===== src/rtl/odd_parity_tx_pkg.sv =====
//============================================================================
// Module  : odd_parity_tx_pkg
// Brief   : Shared FSM states, line levels and parity helper for the
//           odd-parity serial transmitter.
// Revision: 1.0 - initial release
//============================================================================
`default_nettype none

package odd_parity_tx_pkg;

    typedef enum logic [2:0] {
        IDLE   = 3'd0,
        START  = 3'd1,
        DATA   = 3'd2,
        PARITY = 3'd3,
        STOP   = 3'd4
    } tx_state_e;

    localparam logic LINE_IDLE = 1'b1;
    localparam logic START_BIT = 1'b0;
    localparam logic STOP_BIT  = 1'b1;

    // Callers zero-extend into this width; zero padding leaves the XOR unchanged.
    localparam int MAX_DATA_W = 64;

    function automatic logic odd_parity(input logic [MAX_DATA_W-1:0] data);
        return ~^data;
    endfunction

endpackage

`default_nettype wire


===== src/rtl/odd_parity_serial_tx_if.sv =====
//============================================================================
// Module  : odd_parity_serial_tx_if
// Brief   : Upstream valid/ready word handshake. Carries err_inject when
//           ODD_PARITY_TX_ERR_INJECT_EN is defined.
// Revision: 1.0 - initial release
//============================================================================
`default_nettype none

interface odd_parity_serial_tx_if #(
    parameter int DATA_W = 3
);
    logic              in_valid;
    logic              in_ready;
    logic [DATA_W-1:0] in_data;
`ifdef ODD_PARITY_TX_ERR_INJECT_EN
    logic              err_inject;

    modport master (output in_valid, output in_data, output err_inject, input in_ready);
    modport slave  (input in_valid, input in_data, input err_inject, output in_ready);
`else
    modport master (output in_valid, output in_data, input in_ready);
    modport slave  (input in_valid, input in_data, output in_ready);
`endif
endinterface

`default_nettype wire


===== src/rtl/parity_bit_timer.sv =====
//============================================================================
// Module  : parity_bit_timer
// Brief   : Per-bit divide counter; bit_end_o marks the last cycle of a bit.
// Revision: 1.0 - initial release
//============================================================================
`default_nettype none

module parity_bit_timer #(
    parameter int DIV = 4
) (
    input  wire logic clk,
    input  wire logic rst_n,
    input  wire logic clear_i,
    input  wire logic run_i,
    output logic      bit_end_o
);
    localparam int CNT_W = (DIV > 1) ? $clog2(DIV) : 1;
    localparam logic [CNT_W-1:0] LAST_CNT = CNT_W'(DIV - 1);

    generate
        if (DIV < 1) begin : g_bad_div
            $error("parity_bit_timer: DIV must be >= 1");
        end
    endgenerate

    logic [CNT_W-1:0] cnt_q;
    logic [CNT_W-1:0] cnt_d;

    // With DIV=1 LAST_CNT is 0, so every running cycle is a bit end.
    assign bit_end_o = run_i && (cnt_q == LAST_CNT);

    always_comb begin
        cnt_d = cnt_q;
        if (clear_i || !run_i || bit_end_o) begin
            cnt_d = '0;
        end else begin
            cnt_d = cnt_q + CNT_W'(1);
        end
    end

    always_ff @(posedge clk or negedge rst_n) begin
        if (!rst_n) begin
            cnt_q <= '0;
        end else begin
            cnt_q <= cnt_d;
        end
    end

endmodule

`default_nettype wire


===== src/rtl/odd_parity_serial_tx.sv =====
//============================================================================
// Module  : odd_parity_serial_tx
// Brief   : Serialises start/data(LSB first)/odd-parity/stop frames and
//           presents the latched word and parity in parallel.
//           Optional: ODD_PARITY_TX_ERR_INJECT_EN (inverts parity per frame).
// Revision: 1.0 - initial release
//============================================================================
`default_nettype none

module odd_parity_serial_tx
    import odd_parity_tx_pkg::*;
#(
    parameter int DATA_W = 3,
    parameter int DIV    = 4
) (
    input  wire logic               clk,
    input  wire logic               rst_n,
    odd_parity_serial_tx_if.slave   up_if,
    output logic                    tx_serial_o,
    output logic                    tx_busy_o,
    output logic [DATA_W-1:0]       frame_data_o,
    output logic                    frame_parity_o,
    output logic                    frame_done_o
);
    localparam int BIT_W = (DATA_W > 1) ? $clog2(DATA_W) : 1;
    localparam logic [BIT_W-1:0] LAST_BIT = BIT_W'(DATA_W - 1);

    generate
        if (DATA_W < 1 || DATA_W > MAX_DATA_W) begin : g_bad_data_w
            $error("odd_parity_serial_tx: DATA_W must be in 1..MAX_DATA_W");
        end
        if (DIV < 1) begin : g_bad_div
            $error("odd_parity_serial_tx: DIV must be >= 1");
        end
    endgenerate

    tx_state_e         state_q,        state_d;
    logic [BIT_W-1:0]  bit_q,          bit_d;
    logic [DATA_W-1:0] frame_data_q,   frame_data_d;
    logic              frame_parity_q, frame_parity_d;
    logic              tx_serial_q,    tx_serial_d;
    logic              in_ready_q,     in_ready_d;
    logic              tx_busy_q,      tx_busy_d;
    logic              frame_done_q,   frame_done_d;

    logic w_accept;
    logic w_bit_end;
    logic w_new_parity;

    assign w_accept = up_if.in_valid && in_ready_q;

`ifdef ODD_PARITY_TX_ERR_INJECT_EN
    assign w_new_parity = odd_parity(MAX_DATA_W'(up_if.in_data)) ^ up_if.err_inject;
`else
    assign w_new_parity = odd_parity(MAX_DATA_W'(up_if.in_data));
`endif

    parity_bit_timer #(
        .DIV (DIV)
    ) u_timer (
        .clk       (clk),
        .rst_n     (rst_n),
        .clear_i   (w_accept),
        .run_i     (state_q != IDLE),
        .bit_end_o (w_bit_end)
    );

    always_comb begin
        state_d        = state_q;
        bit_d          = bit_q;
        frame_data_d   = frame_data_q;
        frame_parity_d = frame_parity_q;
        tx_serial_d    = LINE_IDLE;

        unique case (state_q)
            IDLE: begin
                if (w_accept) begin
                    state_d        = START;
                    frame_data_d   = up_if.in_data;
                    frame_parity_d = w_new_parity;
                end
            end
            START: begin
                if (w_bit_end) begin
                    state_d = DATA;
                    bit_d   = '0;
                end
            end
            DATA: begin
                if (w_bit_end) begin
                    if (bit_q == LAST_BIT) begin
                        state_d = PARITY;
                    end else begin
                        bit_d = bit_q + BIT_W'(1);
                    end
                end
            end
            PARITY: begin
                if (w_bit_end) state_d = STOP;
            end
            STOP: begin
                if (w_bit_end) state_d = IDLE;
            end
            default: state_d = IDLE;
        endcase

        // Outputs are registered, so the line level is decoded from the next state.
        unique case (state_d)
            START:   tx_serial_d = START_BIT;
            DATA:    tx_serial_d = frame_data_d[bit_d];
            PARITY:  tx_serial_d = frame_parity_d;
            STOP:    tx_serial_d = STOP_BIT;
            default: tx_serial_d = LINE_IDLE;
        endcase

        in_ready_d   = (state_d == IDLE);
        tx_busy_d    = (state_d != IDLE);
        frame_done_d = (state_q == STOP) && w_bit_end;
    end

    always_ff @(posedge clk or negedge rst_n) begin
        if (!rst_n) begin
            state_q        <= IDLE;
            bit_q          <= '0;
            frame_data_q   <= '0;
            frame_parity_q <= 1'b1;
            tx_serial_q    <= LINE_IDLE;
            in_ready_q     <= 1'b0;
            tx_busy_q      <= 1'b0;
            frame_done_q   <= 1'b0;
        end else begin
            state_q        <= state_d;
            bit_q          <= bit_d;
            frame_data_q   <= frame_data_d;
            frame_parity_q <= frame_parity_d;
            tx_serial_q    <= tx_serial_d;
            in_ready_q     <= in_ready_d;
            tx_busy_q      <= tx_busy_d;
            frame_done_q   <= frame_done_d;
        end
    end

    assign up_if.in_ready = in_ready_q;
    assign tx_serial_o    = tx_serial_q;
    assign tx_busy_o      = tx_busy_q;
    assign frame_data_o   = frame_data_q;
    assign frame_parity_o = frame_parity_q;
    assign frame_done_o   = frame_done_q;

endmodule

`default_nettype wire


===== src/flat_wrapper.sv =====
// flat-port wrapper written by rule: the top's interface ports become plain ports
module odd_parity_serial_tx_flat import odd_parity_tx_pkg::*;
#(
    parameter int DATA_W = 3,
    parameter int DIV    = 4
)
  (clk, rst_n, tx_serial_o, tx_busy_o, frame_data_o, frame_parity_o, frame_done_o, up_if_in_valid, up_if_in_data, up_if_in_ready);
  odd_parity_serial_tx_if #(.DATA_W(DATA_W)) up_if_i ();
  input  wire logic clk;
  input  wire logic rst_n;
  output logic tx_serial_o;
  output logic tx_busy_o;
  output logic [DATA_W-1:0] frame_data_o;
  output logic frame_parity_o;
  output logic frame_done_o;
  input wire logic [$bits(up_if_i.in_valid)-1:0] up_if_in_valid;
  input wire logic [$bits(up_if_i.in_data)-1:0] up_if_in_data;
  output wire logic [$bits(up_if_i.in_ready)-1:0] up_if_in_ready;
  assign up_if_i.in_valid = up_if_in_valid;
  assign up_if_i.in_data = up_if_in_data;
  assign up_if_in_ready = up_if_i.in_ready;
  odd_parity_serial_tx #(.DATA_W(DATA_W), .DIV(DIV)) u_core (.clk(clk), .rst_n(rst_n), .up_if(up_if_i), .tx_serial_o(tx_serial_o), .tx_busy_o(tx_busy_o), .frame_data_o(frame_data_o), .frame_parity_o(frame_parity_o), .frame_done_o(frame_done_o));
endmodule

===== config.mk =====
export PLATFORM = sky130hd
export DESIGN_NAME = odd_parity_serial_tx_flat
export DESIGN_NICKNAME = d
export VERILOG_FILES = /design/src/rtl/odd_parity_tx_pkg.sv /design/src/rtl/odd_parity_serial_tx_if.sv /design/src/rtl/parity_bit_timer.sv /design/src/rtl/odd_parity_serial_tx.sv /design/src/flat_wrapper.sv
export SDC_FILE = /design/constraint.sdc
export NUM_CORES = 1
export LEC_CHECK = 0
export BUFFER_PORTS_ARGS = -buffer_cell sky130_fd_sc_hd__buf_2
export CAP_MARGIN = 20
export CORE_UTILIZATION = 40
export DETAILED_ROUTE_END_ITERATION = 8
export GPL_TIMING_DRIVEN = 0
export PLACE_DENSITY_LB_ADDON = 0.15
export SYNTH_ARGS = -nofsm -noshare
export SYNTH_HDL_FRONTEND = slang
export SYNTH_SLANG_ARGS = --single-unit

===== constraint.sdc =====
create_clock -name clk -period 1.8 [get_ports clk]
set_input_delay 0.36 -clock clk [delete_from_list [all_inputs] [get_ports clk]]
set_output_delay 0.36 -clock clk [all_outputs]
set_load 0.02 [all_outputs]

==> results of run 1 <==
-- synthesized netlist by cell type, drive strengths merged --
library cell and instances:
a2111oi 2, a21boi 1, a21o 1, a21oi 3, a221o 1, a2bb2oi 1
a31oi 1, and2 1, and3 2, and4 1, buf 3, dfrtp 13
dfstp 2, ha 3, inv 6, mux2 1, mux2i 1, nand2 8
nand2b 2, nand3 1, nor2 4, nor2b 2, nor3 1, nor4bb 1
o211a 1, o21ai 6, o22ai 1, o31ai 1, or2 1, or3 1
xnor2 2
-- registers in the layout (all words and copies together), names as in the netlist --
name                   flops
u_core.frame_data_o        3
u_core.state_q             3
u_core.frame_done_o        1
u_core.tx_serial_o         1
u_core.u_timer.cnt_q       2
u_core.frame_parity_o      1
u_core.bit_q               2
u_core.tx_busy_o           1
u_core.up_if.in_ready      1
-- worst paths after layout --
| check | from | end | cells after the start |
|---|---|---|---|
| worst max-delay path | u_core.u_timer.cnt_q[0] | u_core.tx_serial_o | 7 |
| worst min-delay path | up_if_in_data[1] | u_core.frame_parity_o | 3 |
| worst max register to register | u_core.u_timer.cnt_q[0] | u_core.tx_serial_o | 7 |
| worst min register to register | u_core.u_timer.cnt_q[0] | u_core.u_timer.cnt_q[0] | 1 |
| max in group asynchronous | rst_n | u_core.tx_serial_o | 2 |
| min in group asynchronous | rst_n | u_core.frame_done_o | 2 |
-- cell type report --
class	count	area (µm²)	area share, %
multi-input combinational	51	388	40.9
buffer	3	27.5	2.90
timing repair buffer	14	75.1	7.92
sequential	15	378	39.8
tap	25	31.3	3.30
inverter	6	22.5	2.37
clock buffer	4	26.3	2.77
-- layer usage --
layer | global-route usage, % | up-vias | wire [µm]
li1 | - | 302 | -
met1 | 24.0 | 280 | 728
met2 | 23.4 | 9 | 670
met3 | 2.35 | 2 | 37
met4 | 10.6 | 0 | 17
met5 | 0 | - | 0
-- repair_timing --
action	4_1_cts	5_1_grt
setup endpoints to repair	0	1
hold buffers	1	0
gates resized for setup	0	9
setup buffers	0	0
endpoints found under the hold margin	13	0
-- power groups by stage --
| stage | sequential [µW] | combinational (µW) | clock [µW] |
|---|---|---|---|
| after floorplan | 681 | 464 | 0 |
| after global placement | 589 | 736 | 0 |
| after detailed placement | 597 | 752 | 0 |
| after CTS | 591 | 757 | 194 |
| after global routing | 611 | 884 | 207 |
| final | 593 | 796 | 184 |
-- per-stage QoR --
step / worst slack, ns / cells / total power [µW]
6_report: 0.0637 / 118 / 1570
3_5_place_dp: 0.0348 / 113 / 1350
4_1_cts: 0.00152 / 118 / 1540
2_1_floorplan: 0.175 / 75 / 1140
3_3_place_gp: 0.0314 / 113 / 1330
5_1_grt: -0.00656 / 118 / 1700
-- worst max-delay path, cell delays in order, from the launching register on --
cell       delay (ns)
dfrtp_1          0.37
ha_2             0.20
buf_6            0.13
nor4bb_4         0.30
o21ai_2          0.09
a221o_1          0.32
o211a_1          0.12
a2bb2oi_1        0.13
-- cell families after synthesis --
group	after synthesis	share of synthesized area, %
AND/OR/NAND/NOR	25	19.8
AO/OA/AOI/OAI	19	16.1
flip-flops	15	48.2
buffers and inverters	9	5.59
adder cells (fa/ha/maj)	3	4.79
XOR/XNOR	2	2.24
multiplexers	2	3.19
==> results.yml, run 1 <==
outcome:
  status: "finished, final reports clean"
grt:
  grt_overflow: 0
  track_usage_pct: 16.7
  antenna_found_initial: 0
  grt_pass1_wl_um: 2420
  grt_pass1_vias: 557
  grt_max_degree: 16
setup_path:
  critPathKind: "flip-flop to flip-flop"
  worstPathArrival_ns: 1.93
  start_kind: "flip-flop"
  cp-end-kind: "flip-flop"
  required_ns: 2.00
  crit_fanout: 10
  reg2reg_slack_ns: 0.06
route:
  drt_iter0_markers: 8
  ant_nets: 0
  vias_per_cell: 5.03
  vias: 593
  drt_first_pass_iters: 4
  routedWlPerCell_um: 12.3
  drc: 0
  drt_wl_total_um: 1450
synth:
  synth_cells: 75
  mappedNetlistArea_um2: 783
  yosysWarnings: 0
  synth_area_leader_cell: "dfrtp_1"
  synth_top_area_share_pct: 41.5
  ys_ff_latch: 15
  yosysSeqAreaShare_pct: 48.2
  synth.avg_cell_area_um2: 10.4
  syn_nets: 84
  yosysUniqueCellTypes: 34
  synth.area.top_cells: "dfrtp_1 42%, dfstp_2 6.7%, ha_1 4.8%"
clock_tree:
  clock_latency_ns: 0.28
  cts_inserted_buffers: 3
  cts_sinks: 15
  clock_path_buffers: 2
  h-tree-depth: 1
  tritoncts: "built"
  clk_pin_slew_ns: 0.08
  cts_root_buf: "clkbuf_4"
placement:
  hpwlAfterDp_um: 1120
  place_congestion: 0.766
  portBuffers: 13
  placed_cell_area_um2: 880
final_layout:
  finalInstanceArea_um2: 948
  fillerInstances: 167
  layout_common_cells: "14 x buf_2, 13 x dfrtp_1, 8 x nand2_1"
  nNetsFinal: 103
  area_growth_pct: 21.1
  final_layout_size_suffix_gt1_share_pct: 32.3
  num_antenna_cells: 0
  postLayoutCoreUtil_pct: 53.2
  final_common_cell: "buf_2"
sta:
  relSlewSlack_pct: 73.5
  hold_viol_final: 0
  fin_tns_setup_ns: 0
  period_needed_ns: 1.74
  period_share_pct: 96.5
  slew_violations: 0
  clock.fmax_mhz: 576
  holdWs_ns: 0.347
  worst_slew_pin_slew_ns: 0.387
  setup_viol: 0
  fin_skew_ns: 0.00524
power:
  intPower_uw: 929
  switching_power_uw: 643
  p_leak_uw: 0.000456
  clockPowerShare_pct: 11.7
  powerDensity_nw_per_um2: 1660
  pwr-share-comb_pct: 50.6
  sequentialPowerShare_pct: 37.7
  ir_drop_v: 0.000809
  p_sw_share_pct: 40.9
floorplanning:
  initial_core_util_pct: 43.9
  die_area_um2: 2140
  chipWidth_um: 46.3
  die_h_um: 46.3
  num_io_pins: 14
  fp-row-count: 15
  placeableCoreArea_um2: 1780
run:
  maxCapViolCount: 0
hold_path:
  hp-class: "input pin to flip-flop"
(Power assumes the default switching activity.)
==> run 2, diff against run 1 <==
--- a/config.mk
+++ b/config.mk
@@ -7,10 +7,13 @@
 export LEC_CHECK = 0
 export BUFFER_PORTS_ARGS = -buffer_cell sky130_fd_sc_hd__buf_2
 export CAP_MARGIN = 20
+export CORE_MARGIN = 2
 export CORE_UTILIZATION = 40
 export DETAILED_ROUTE_END_ITERATION = 8
 export GPL_TIMING_DRIVEN = 0
+export MAX_ROUTING_LAYER = met4
 export PLACE_DENSITY_LB_ADDON = 0.15
+export RECOVER_POWER = 25
 export SYNTH_ARGS = -nofsm -noshare
 export SYNTH_HDL_FRONTEND = slang
 export SYNTH_SLANG_ARGS = --single-unit
==> run 2 against run 1 <==
Net effect:
- worst setup slack gained 0.019 ns
- core utilization fell by 2.5 points
- register-to-register slack better by 0.02 ns
- clock power rose by 3%
- worst hold slack gained 0.0015 ns
- sequential cell count did not move
- first-iteration DRC count is the same
- global-route usage is 0.81 points lower
- via count rose by 0.34%
- routed wire length rose by 4.7%
- largest cell class unchanged
==> results.yml, run 2 (synthesized netlist as in run 1, its figures left out) <==
route:
  drt_iter0_markers: 8
  vias_per_cell: 4.88
  ant_nets: 0
  drt_first_pass_iters: 4
  routedWlPerCell_um: 12.5
  drc: 0
  drt_wl_total_um: 1520
  vias: 595
outcome:
  status: "finished, final reports clean"
clock_tree:
  clock_latency_ns: 0.28
  clk_pin_slew_ns: 0.08
  tritoncts: "built"
  cts_inserted_buffers: 3
  h-tree-depth: 1
  cts_root_buf: "clkbuf_4"
  clock_path_buffers: 2
  cts_sinks: 15
sta:
  fin_skew_ns: 0.00310
  relSlewSlack_pct: 45.2
  slew_violations: 0
  worst_slew_pin_slew_ns: 0.823
  fin_tns_setup_ns: 0
  holdWs_ns: 0.348
  clock.fmax_mhz: 582
  period_needed_ns: 1.72
  setup_viol: 0
  period_share_pct: 95.4
  hold_viol_final: 0
  rsz0062_at_grt: "no"
final_layout:
  postLayoutCoreUtil_pct: 50.7
  multiInputGateArea_um2: 387
  area_growth_pct: 23.0
  num_antenna_cells: 0
  layout_common_cells: "13 x buf_2, 13 x dfrtp_1, 8 x nand2_1"
  finalInstanceArea_um2: 963
  nNetsFinal: 105
  regArea_um2: 378
  final_layout_size_suffix_gt1_share_pct: 32.6
  fillerInstances: 177
floorplanning:
  die_area_um2: 2330
  num_io_pins: 14
  fp-row-count: 16
  placeableCoreArea_um2: 1900
  chipWidth_um: 48.3
  die_h_um: 48.3
  initial_core_util_pct: 41.2
hold_path:
  whs_path_depth: 3
  hp-class: "input pin to flip-flop"
grt:
  grt_pass1_vias: 541
  grt_max_degree: 16
  antenna_found_initial: 0
  track_usage_pct: 15.9
  grt_pass1_wl_um: 2460
  grt_overflow: 0
setup_path:
  worstPathArrival_ns: 1.93
  rr_worst_depth: 5
  crit_family: "flip-flops"
  critical_path_depth: 5
  cp_cell_sequence: "nor3_4, nand3_4, mux2_4, o211a_1, a2bb2oi_1"
  crit_path_top_delay_cell: "dfrtp_1"
  start_kind: "flip-flop"
  critical_path_buf_inv_count: 0
  cpPeakStageDelay_ns: 0.50
  cp-end-kind: "flip-flop"
  critPathKind: "flip-flop to flip-flop"
  crit_fanout: 8
  required_ns: 2.01
power:
  powerDensity_nw_per_um2: 1660
  p_leak_uw: 0.000465
  ir_drop_v: 0.000884
placement:
  placed_cell_area_um2: 882
  place_congestion: 0.729
  hpwlAfterDp_um: 1140
  portBuffers: 13
run:
  maxCapViolCount: 0
-- run 2: cell count changes in the layout (fill, tap and decap cells not counted) --
| cell | previous run | this run |
|---|---|---|
| o31ai_1 | 0 | 1 |
| a21boi_2 | 0 | 1 |
| o31ai_2 | 1 | 0 |
| buf_2 | 14 | 13 |
| clkbuf_1 | 1 | 2 |
| buf_4 | 0 | 2 |
| a21boi_1 | 1 | 0 |
-- run 2: power by group --
| group | total [µW] | internal, µW | leakage, µW | switching [µW] |
|---|---|---|---|---|
| Clock | 189 | 86.1 | 0.0000150 | 103 |
| Sequential | 595 | 490 | 0.000183 | 105 |
| Combinational | 815 | 366 | 0.000268 | 449 |
-- run 2: layout make-up --
class	instances	area share (%)
Timing Repair Buffer	16	9.22
Multi-Input combinational cell	51	40.1
Sequential cell	15	39.2
Inverter	6	2.34
Buffer	3	2.86
Clock buffer	4	2.73
Tap cell	27	3.51
-- run 2: worst paths after layout --
check / from / end / slack [ns]
setup / recovery: u_core.state_q[1] / u_core.tx_serial_o / 0.08
hold / removal: up_if_in_data[1] / u_core.frame_parity_o / 0.35
setup reg to reg: u_core.state_q[1] / u_core.tx_serial_o / 0.08
hold reg to reg: u_core.u_timer.cnt_q[0] / u_core.u_timer.cnt_q[0] / 0.47
max in group asynchronous: rst_n / u_core.state_q[0] / 0.61
min in group asynchronous: rst_n / u_core.up_if.in_ready / 0.68
-- run 2: worst min-delay path, cell delays in order --
cell     delay, ns
buf_2         0.09
xnor2_1       0.12
a21oi_1       0.06
-- run 2: timing repair --
item                                    in CTS  in global routing
endpoints found under the hold margin       13                  0
buffers inserted                             0                  2
hold buffers                                 1                  0
endpoints found under the setup margin       1                  1
pin swaps                                    1                  3
gates resized for setup                      1                  8
-- run 2: layer usage --
layer | share of wire (%) | routed length [µm] | track usage [%] | vias to the layer above
li1 | - | - | - | 305
met1 | 46 | 693 | 21.6 | 268
met2 | 48 | 735 | 23.7 | 15
met3 | 3.2 | 49 | 2.22 | 7
met4 | 2.9 | 44 | 6.49 | 0
met5 | 0 | 0 | - | -
-- run 2: per-stage QoR --
| stage | instances | setup WS, ns | total power, µW |
|---|---|---|---|
| 2_1_floorplan | 75 | 0.175 | 1140 |
| 3_3_place_gp | 115 | 0.0300 | 1320 |
| 3_5_place_dp | 115 | -0.00572 | 1350 |
| 4_1_cts | 120 | 0.00117 | 1560 |
| 5_1_grt | 122 | 0.00231 | 1750 |
| 6_report | 122 | 0.0827 | 1600 |
